## src/rtl/muldiv_unit_if.sv

```systemverilog
// Issue/result bundle between the execute stage, the mul/div unit and the HI/LO register.
interface muldiv_unit_if #(parameter int WIDTH = 32);
  logic             start;
  logic [1:0]       op;
  logic [WIDTH-1:0] rs_data;
  logic [WIDTH-1:0] rt_data;
  logic             cancel;
  logic             busy;
  logic             write_hi;
  logic             write_lo;
  logic [WIDTH-1:0] out_hi;
  logic [WIDTH-1:0] out_lo;

  modport master (
    output start, op, rs_data, rt_data, cancel,
    input  busy, write_hi, write_lo, out_hi, out_lo
  );

  modport slave (
    input  start, op, rs_data, rt_data, cancel,
    output busy, write_hi, write_lo, out_hi, out_lo
  );
endinterface

```

## src/rtl/muldiv_unit.sv

```systemverilog
// Iterative MULT/MULTU/DIV/DIVU unit: one shift-add or restoring-divide step per cycle on
// operand magnitudes, sign fix-up in a final cycle, then a one-cycle HI/LO write pulse.
module muldiv_unit #(
  parameter int WIDTH = 32
) (
  input  logic         clk,
  input  logic         reset,
  muldiv_unit_if.slave bus
);
  localparam int CW = $clog2(WIDTH) + 1;

  typedef enum logic [1:0] {S_IDLE, S_CALC, S_FIX} state_t;

  state_t             r_state;
  state_t             w_state_next;
  logic               r_is_div;
  logic [WIDTH-1:0]   r_b;
  logic [2*WIDTH-1:0] r_acc;
  logic               r_neg_q;
  logic               r_neg_r;
  logic [CW-1:0]      r_count;
  logic [WIDTH-1:0]   r_out_hi;
  logic [WIDTH-1:0]   r_out_lo;
  logic               r_write;

  logic               w_accept;
  logic               w_last;
  logic               w_signed;
  logic               w_rs_neg;
  logic               w_rt_neg;
  logic [WIDTH-1:0]   w_rs_mag;
  logic [WIDTH-1:0]   w_rt_mag;
  logic [WIDTH-1:0]   w_addend;
  logic [WIDTH:0]     w_sum;
  logic [2*WIDTH-1:0] w_mul_next;
  logic [WIDTH:0]     w_rem_sh;
  logic               w_ge;
  logic [WIDTH-1:0]   w_rem_diff;
  logic [WIDTH-1:0]   w_rem_new;
  logic [2*WIDTH-1:0] w_div_next;
  logic [WIDTH-1:0]   w_fix_hi;
  logic [WIDTH-1:0]   w_fix_lo;

  assign w_accept = (r_state == S_IDLE) && bus.start && !bus.cancel;
  assign w_last   = (r_count == CW'(WIDTH - 1));

  // Signed ops work on magnitudes; the most negative value maps to itself as an unsigned number.
  assign w_signed = ~bus.op[0];
  assign w_rs_neg = w_signed & bus.rs_data[WIDTH-1];
  assign w_rt_neg = w_signed & bus.rt_data[WIDTH-1];
  assign w_rs_mag = w_rs_neg ? -bus.rs_data : bus.rs_data;
  assign w_rt_mag = w_rt_neg ? -bus.rt_data : bus.rt_data;

  // Multiply: {partial product, remaining multiplier bits} shifts right one bit per step.
  assign w_addend   = r_acc[0] ? r_b : '0;
  assign w_sum      = {1'b0, r_acc[2*WIDTH-1:WIDTH]} + {1'b0, w_addend};
  assign w_mul_next = {w_sum, r_acc[WIDTH-1:1]};

  // Divide: {remainder, dividend/quotient} shifts left; quotient bits enter at the bottom.
  assign w_rem_sh   = {r_acc[2*WIDTH-1:WIDTH], r_acc[WIDTH-1]};
  assign w_ge       = (w_rem_sh >= {1'b0, r_b});
  assign w_rem_diff = w_rem_sh[WIDTH-1:0] - r_b;
  assign w_rem_new  = w_ge ? w_rem_diff : w_rem_sh[WIDTH-1:0];
  assign w_div_next = {w_rem_new, r_acc[WIDTH-2:0], w_ge};

  // A zero divisor always "subtracts", giving an all-ones quotient and the dividend as remainder.
  always_comb begin
    w_fix_hi = r_acc[2*WIDTH-1:WIDTH];
    w_fix_lo = r_acc[WIDTH-1:0];
    if (r_is_div) begin
      if (r_neg_q) w_fix_lo = -r_acc[WIDTH-1:0];
      if (r_neg_r) w_fix_hi = -r_acc[2*WIDTH-1:WIDTH];
    end else if (r_neg_q) begin
      {w_fix_hi, w_fix_lo} = -r_acc;
    end
  end

  always_ff @(posedge clk) begin
    if (reset) r_state <= S_IDLE;
    else       r_state <= w_state_next;
  end

  always_comb begin
    w_state_next = r_state;
    case (r_state)
      S_IDLE:  if (w_accept) w_state_next = S_CALC;
      S_CALC:  begin
        if (bus.cancel)  w_state_next = S_IDLE;
        else if (w_last) w_state_next = S_FIX;
      end
      S_FIX:   w_state_next = S_IDLE;
      default: w_state_next = S_IDLE;
    endcase
  end

  always_ff @(posedge clk) begin
    if (reset) begin
      r_is_div <= 1'b0;
      r_b      <= '0;
      r_acc    <= '0;
      r_neg_q  <= 1'b0;
      r_neg_r  <= 1'b0;
      r_count  <= '0;
      r_out_hi <= '0;
      r_out_lo <= '0;
      r_write  <= 1'b0;
    end else begin
      r_write <= 1'b0;
      case (r_state)
        S_IDLE: if (w_accept) begin
          r_is_div <= bus.op[1];
          r_b      <= w_rt_mag;
          r_acc    <= {{WIDTH{1'b0}}, w_rs_mag};
          r_neg_q  <= w_rs_neg ^ w_rt_neg;
          r_neg_r  <= w_rs_neg;
          r_count  <= '0;
        end
        S_CALC: begin
          r_acc   <= r_is_div ? w_div_next : w_mul_next;
          r_count <= r_count + CW'(1);
        end
        S_FIX: if (!bus.cancel) begin
          r_out_hi <= w_fix_hi;
          r_out_lo <= w_fix_lo;
          r_write  <= 1'b1;
        end
        default: ;
      endcase
    end
  end

  assign bus.busy     = (r_state != S_IDLE);
  assign bus.write_hi = r_write;
  assign bus.write_lo = r_write;
  assign bus.out_hi   = r_out_hi;
  assign bus.out_lo   = r_out_lo;
endmodule

```

## src/flat_wrapper.sv

```systemverilog
// flat-port wrapper written by rule: the top's interface ports become plain ports
module muldiv_unit_flat 
#(
  parameter int WIDTH = 32
)
  (clk, reset, bus_start, bus_op, bus_rs_data, bus_rt_data, bus_cancel, bus_busy, bus_write_hi, bus_write_lo, bus_out_hi, bus_out_lo);
  muldiv_unit_if #(.WIDTH(WIDTH)) bus_i ();
  input  logic clk;
  input  logic reset;
  input wire logic [$bits(bus_i.start)-1:0] bus_start;
  input wire logic [$bits(bus_i.op)-1:0] bus_op;
  input wire logic [$bits(bus_i.rs_data)-1:0] bus_rs_data;
  input wire logic [$bits(bus_i.rt_data)-1:0] bus_rt_data;
  input wire logic [$bits(bus_i.cancel)-1:0] bus_cancel;
  output wire logic [$bits(bus_i.busy)-1:0] bus_busy;
  output wire logic [$bits(bus_i.write_hi)-1:0] bus_write_hi;
  output wire logic [$bits(bus_i.write_lo)-1:0] bus_write_lo;
  output wire logic [$bits(bus_i.out_hi)-1:0] bus_out_hi;
  output wire logic [$bits(bus_i.out_lo)-1:0] bus_out_lo;
  assign bus_i.start = bus_start;
  assign bus_i.op = bus_op;
  assign bus_i.rs_data = bus_rs_data;
  assign bus_i.rt_data = bus_rt_data;
  assign bus_i.cancel = bus_cancel;
  assign bus_busy = bus_i.busy;
  assign bus_write_hi = bus_i.write_hi;
  assign bus_write_lo = bus_i.write_lo;
  assign bus_out_hi = bus_i.out_hi;
  assign bus_out_lo = bus_i.out_lo;
  muldiv_unit #(.WIDTH(WIDTH)) u_core (.clk(clk), .reset(reset), .bus(bus_i));
endmodule
```

## config.mk

```make
export PLATFORM = sky130hd
export DESIGN_NAME = muldiv_unit_flat
export DESIGN_NICKNAME = d
export VERILOG_FILES = /design/src/rtl/muldiv_unit_if.sv /design/src/rtl/muldiv_unit.sv /design/src/flat_wrapper.sv
export SDC_FILE = /design/constraint.sdc
export NUM_CORES = 1
export LEC_CHECK = 0
export BUFFER_PORTS_ARGS = -buffer_cell sky130_fd_sc_hd__buf_4
export CORE_UTILIZATION = 55
export DETAILED_ROUTE_END_ITERATION = 10
export PLACE_DENSITY = 0.84
export SLEW_MARGIN = 20
export SYNTH_ARGS = -nofsm -noshare
export SYNTH_HDL_FRONTEND = slang
export SYNTH_SLANG_ARGS = --single-unit
```

## constraint.sdc

```tcl
create_clock -name clk -period 3.15 [get_ports clk]
set_clock_uncertainty 0.1 [all_clocks]
set_input_delay 0.1575 -clock clk [delete_from_list [all_inputs] [get_ports clk]]
set_output_delay 0.1575 -clock clk [all_outputs]
set_load 0.05 [all_outputs]
```

==> run summary, run 1 <==
Hold EP - u_core.r_b[31]
failing checks - negative setup slack
Max VDD drop - 0.2907 mV
final WL - 49620 um
Reg-to-Reg End - u_core.r_acc[48]
crit path DAT - 3.42 ns
ys flop type - dfxtp_1
Power Density - 363.9 nW/um^2
Total Routing Usage GR - 37.86%
Final Cell Area - 17940 um^2
Syn Inst Count - 1789
Buffers on Ports - 136
Root Driver - clkbuf_16
final hold violation count - 0
Layout Nets - 2252
Initial Util - 56.73%
Syn-to-layout area delta - 33.51%
Max-Cap Viols - 0
Final WS setup - -0.03063 ns
initial antenna violation count - 0
later-pin clock latency in the skew report - 0.46 ns
Seq cells post-synth - 172
Synth top area share - 25.63%
DRT antenna net count - 0
Core Footprint - 23680 um^2
leakage power total - 0.007302 uW
clock-pin transition on the worst setup and hold timing paths - 0.08 ns
pin count of the biggest net entering global routing - 70
FF-to-FF Start - u_core.r_acc[0]
die area - 25050 um^2
die height - 158.3 um
Placement Cell Area - 16100 um^2
crit share post-route - 101.0%
status - finished, violations left
worst reg-to-reg path cell count - 15
Place WS - -0.3701 ns
cell taking the most area after synthesis - dfxtp_1
vias per cell - 6.375
Setup CP Type - flip-flop to flip-flop
Post-synth EDFFs - 0
CTS max path bufs - 2
Achievable Freq - 314.4 MHz
CP required - 3.39 ns
drt pass-1 iters - 7
Num CTS Buffers - 17
Yosys Warn Count - 0
TritonCTS clock tree - yes
Worst Tran Pin Value - 1.071 ns
DP HPWL - 35010 um
Core Rows - 56
share of cells above drive strength 1 - 25.28%
vias - 15570
fill count - 1708
Setup crit end kind - flip-flop
n_diodes - 0
Reg2Reg Setup Slack - -0.03 ns
Synth area leaders - dfxtp_1 (26%), a211oi_1 (7.5%), ha_1 (6.4%)
async set-reset flop share out of synthesis - 0%
Synth top cells by count - nor2_1 (217), dfxtp_1 (172), a21oi_1 (149)
CP max FO - 4
Mapped Avg Cell Area - 7.509 um^2
type of origin of the critical path - flip-flop
sequential element share of the synthesized area - 25.63%
vias in the first global route - 13920
RD Place Congestion - 1.006
hold path start - bus_op[0]
chip width - 158.3 um
io pins - 137
# clock sinks - 172
WHS - 0.008832 ns
synthesized cell area - 13430 um^2
most common cell in the synthesized netlist - nor2_1
Yosys cell types - 82
count of final setup violators - 7
WHS Path Cells - 3
Initial DRC Count - 2033
Post-route DRC - 0
global-route wire length before repair - 74060 um
# H-tree levels - 4
Sum Neg Setup Slack - -0.09698 ns
Rel. slew slack - 28.48%
DR WL/cell - 20.31 um
Final Max Tran Viols - 0
unrepaired setup endpoints after global routing - yes
HP Class - input port to flip-flop
gr ovfl total - 0
fin crit period - 3.181 ns
Syn Nets - 1930
-- worst max-delay path: stages, from the launching register on --
cell and delay (ns):
dfxtp_2 0.36, buf_6 0.16, buf_12 0.12, clkinv_8 0.05, nor2_4 0.11, ha_4 0.23
buf_6 0.12, o211ai_1 0.11, o211ai_1 0.22, and3_4 0.24, buf_6 0.11, or3_4 0.41
a21o_1 0.19, a21oi_2 0.13, xnor2_1 0.09, a221o_1 0.31
-- final cells by class --
class | count | area (um^2) | share of cell area [%]
repair buffers | 415 | 3299 | 18.40
clock inverters | 15 | 203.9 | 1.137
flip-flops and latches | 172 | 3453 | 19.25
clock buffers | 17 | 425.4 | 2.372
repair inverters | 1 | 16.27 | 0.09069
well taps | 319 | 399.1 | 2.225
multi-input cells | 1436 | 9871 | 55.03
inverters | 68 | 267.8 | 1.493
-- cell usage in the layout (no fill, tap or decap), drive strengths merged, types with 6 or more instances in the layout --
cell type	n
o21bai	10
nand3	36
nand2b	12
nand4	12
a21o	21
nor2b	12
or3	33
nor3	49
clkinv	10
o21a	12
and3	10
and2	11
o21ai	108
o211ai	11
buf	377
a211oi	136
nand2	145
a2111oi	6
a31oi	18
or4	10
clkbuf	17
a21oi	150
a22oi	12
nor3b	6
mux2i	42
nor4	19
inv	74
xor2	74
o31ai	23
ha	69
dlygate4sd3	38
a311oi	7
xnor2	78
nor2	217
or2	10
dfxtp	172
-- report_power, final --
group          total, uW  internal (uW)  switching (uW)
Sequential          2320           2250            68.4
Clock               2260           1100            1160
Combinational       1950            830            1120
-- worst max-delay path by stage --
stage | startpoint | endpoint | slack (ns)
after floorplan | u_core.r_acc[0] | u_core.r_acc[62] | 0.007
after global placement | u_core.r_b[3] | u_core.r_acc[36] | -0.34
after detailed placement | u_core.r_b[3] | u_core.r_acc[36] | -0.37
after CTS | u_core.r_acc[31] | u_core.r_acc[62] | -0.01
after global routing | u_core.r_acc[0] | u_core.r_acc[62] | -0.14
final | u_core.r_acc[0] | u_core.r_acc[48] | -0.03
-- through the flow --
step           power [uW]  util, %  instances
2_1_floorplan        3381        -       1789
3_3_place_gp         4003    67.97       2348
3_5_place_dp         4039    68.00       2348
4_1_cts              6326    73.28       2424
5_1_grt              6737    75.73       2443
6_report             6526    75.73       2443
-- flip-flops by register name, summed over array words and instances, names as in the netlist --
register / count
u_core.bus.out_hi: 32
u_core.r_neg_q: 1
u_core.r_acc: 64
u_core.bus.write_hi: 1
u_core.r_b: 32
u_core.r_count: 6
u_core.bus.out_lo: 32
u_core.r_is_div: 1
u_core.r_neg_r: 1
u_core.r_state: 2
-- cells by family after synthesis --
logic type | synth area share, %
and+or+nand+nor | 20.99
DFF | 25.63
buffers and inverters | 5.383
muxes | 3.381
xor gates and xnor gates | 9.910
AOI/OAI and AO/OA | 27.98
adders and majority gates | 6.724
-- repair_timing --
action | in CTS | in global routing
hold buffers | 38 | 1
setup buffers | 5 | 18
setup endpoints to repair | 38 | 39
endpoints found under the hold margin | 37 | 1
cloned | 1 | 2
pin swaps | 9 | 46
resized for setup | 40 | 97
-- per-layer routing --
layer  GRT usage (%)  share of wire (%)  vias to the layer above
met5               0                  0                        -
met4           13.69                3.8                        0
met3           8.628                 13                      195
met2           57.50                 43                     1103
met1           52.11                 40                     7095
li1                -                  -                     7180
Power figures use the tool's default switching activity.
==> run 2, diff against run 1 <==
- BUFFER_PORTS_ARGS: -buffer_cell sky130_fd_sc_hd__buf_4 -> not set
- DONT_BUFFER_PORTS: not set -> 1
- PLACE_DENSITY: 0.84 -> 0.79
==> run summary, run 2 (same netlist as run 1, synthesis figures left out) <==
kind of cell adding the most delay to the critical path - compound AO/OA/AOI/OAI gates
delay of the slowest cell on the worst path - 0.39 ns (-0.02 ns)
DRT antenna net count - 0 (unchanged)
gr ovfl total - 0 (unchanged)
later-pin clock latency in the skew report - 0.45 ns (about the same)
die area - 25050 um^2 (unchanged)
CTS max path bufs - 2 (unchanged)
commonest cells after routing, fill and taps aside - nor2_1 (216), buf_4 (200), dfxtp_1 (166)
Worst Tran Pin Value - 0.9941 ns (-0.07646 ns)
Post-route DRC - 0 (unchanged)
n_diodes - 0 (unchanged)
fin crit period - 3.155 ns (-0.02556 ns)
Final Util - 70.23% (-5.5 points)
pin count of the biggest net entering global routing - 145 (+110%)
initial antenna violation count - 0 (unchanged)
buffers and inverters on the worst path - 3 (-2)
share of cells above drive strength 1 - 17.44% (-7.8 points)
max reg flops - 64 (unchanged)
Initial DRC Count - 1770 (-13%)
chip width - 158.3 um (unchanged)
fill count - 1902 (+11%)
Core Rows - 56 (unchanged)
failing checks - negative setup slack
crit share post-route - 100.2% (-0.81 points)
drt pass-1 iters - 6 (-1)
vias in the first global route - 13380 (-3.9%)
CP max FO - 3 (-1)
Finished Layout Cells - 2286 (-6.4%)
Achievable Freq - 317.0 MHz (+0.81%)
Num CTS Buffers - 17 (unchanged)
Total Routing Usage GR - 36.46% (-1.4 points)
clock-pin transition on the worst setup and hold timing paths - 0.08 ns (about the same)
Crit-path slowest cell - or3_1
Rel. slew slack - 33.59% (+5.1 points)
die height - 158.3 um (unchanged)
Syn-to-layout area delta - 23.82%
Setup crit end kind - flip-flop
TritonCTS clock tree - yes
# H-tree levels - 4 (unchanged)
unrepaired setup endpoints after global routing - yes
footprint of the multi-input gates - 9731 um^2 (-1.4%)
Initial Util - 56.73% (unchanged)
most common cell after layout, fill and taps aside - nor2_1
Final Max Tran Viols - 0 (unchanged)
Buffers on Ports - 0 (-100%)
RD Place Congestion - 1.009 (+0.37%)
HP Class - input port to flip-flop
vias - 14620 (-6.1%)
crit path DAT - 3.39 ns (-0.03 ns)
DP HPWL - 33250 um (-5.0%)
Layout Nets - 2095 (-7.0%)
final WL - 46490 um (-6.3%)
Setup CP Type - flip-flop to flip-flop
global-route wire length before repair - 70880 um (-4.3%)
Final WS setup - -0.005076 ns (+0.02556 ns)
crit-path cells - buf_4 -> nand2_1 -> inv_1 -> ha_1 -> a211oi_2 -> o211ai_1 -> and3_4 -> buf_4 -> or3_1 -> a31oi_2 -> o21ai_0 -> xor2_1 -> a32oi_1 -> nand2_1
Core Footprint - 23680 um^2 (unchanged)
DR WL/cell - 20.34 um (+0.13%)
Root Driver - clkbuf_16
count of final setup violators - 1 (-6)
type of origin of the critical path - flip-flop
Place WS - -0.3035 ns (+0.06659 ns)
sequential standard cell area - 3456 um^2 (about the same)
vias per cell - 6.394 (+0.30%)
final hold violation count - 0 (unchanged)
Sum Neg Setup Slack - -0.005076 ns (+0.09190 ns)
leakage power total - 0.006493 uW (-11%)
Placed Cells - 2181 (-7.1%)
CP required - 3.39 ns (about the same)
status - finished, violations left
io pins - 137 (unchanged)
Max-Cap Viols - 0 (unchanged)
# clock sinks - 172 (unchanged)
Top reg by flops - u_core.r_acc
Max VDD drop - 0.2660 mV (-8.5%)
Power Density - 382.0 nW/um^2 (+5.0%)
==> run 2: cell count changes in the layout (fill, tap and decap cells not counted), moves of 4 or more <==
cell and delta:
a211oi_1 +4, nor3_2 -4, buf_4 -165, inv_1 +4, nor2_2 -5, nor2_1 +8
o21ai_0 -5, dlygate4sd3_1 +15, buf_6 -6, nor3_1 +6, inv_2 -4
==> run 2: routing by layer <==
metal  GRT usage, %  vias up  routed length (um)
met3          7.485      130                5276
met5              0        -                   0
met4          12.59        0                1296
met2          55.74      839               19720
li1               -     6871                   -
met1          50.59     6776               20210
==> run 2: final timing paths <==
kind	slack, ns	endpoint	depth (start not counted)	from
worst min register to register	0.37	u_core.r_b[31]	2	u_core.r_b[31]
worst max register to register	-0.005	u_core.r_acc[56]	14	u_core.r_b[1]
worst min-delay path	0.01	u_core.r_b[10]	4	bus_rt_data[9]
worst max-delay path	-0.005	u_core.r_acc[56]	14	u_core.r_b[1]
==> run 2: layout make-up <==
class / instances / area share (%)
Multi-Input combinational cell: 1435 / 58.50
Timing Repair Buffer: 260 / 12.96
Tap cell: 319 / 2.400
Clock inverter: 15 / 1.241
Clock buffer: 17 / 2.558
Sequential cell: 172 / 20.78
Inverter: 68 / 1.565
==> run 2: report_power, final <==
group | total (uW) | internal [uW] | leakage [uW] | switching (uW)
logic | 1810 | 771 | 0.00479 | 1040
registers | 2310 | 2250 | 0.00140 | 68.0
clock network | 2230 | 1100 | 0.000304 | 1130
==> run 2: worst reg2reg max path: stages, from the launching register on <==
cell and delay (ns):
dfxtp_1 0.31, buf_4 0.13, nand2_1 0.08, inv_1 0.05, ha_1 0.30, a211oi_2 0.30, o211ai_1 0.19, and3_4 0.22
buf_4 0.13, or3_1 0.39, a31oi_2 0.27, o21ai_0 0.15, xor2_1 0.16, a32oi_1 0.18, nand2_1 0.08
==> run 2: metrics by stage <==
| step | power, uW | instance area (um^2) | hold slack [ns] |
|---|---|---|---|
| detailed placement | 3883 | 14830 | 0.1368 |
| global placement | 3851 | 14830 | 0.1365 |
| CTS | 6204 | 16160 | 0.001429 |
| global route | 6580 | 16630 | 0.05248 |
| floorplan | 3381 | 13450 | 0.1935 |
| finish | 6354 | 16630 | 0.009809 |
==> run 2: repair_timing <==
action,CTS,global route
endpoints found under the setup margin,33,45
cloned,0,1
pin swaps,4,31
gates resized for setup,26,81
setup buffers,3,15
hold endpoints to repair,144,0
hold buffers,54,0
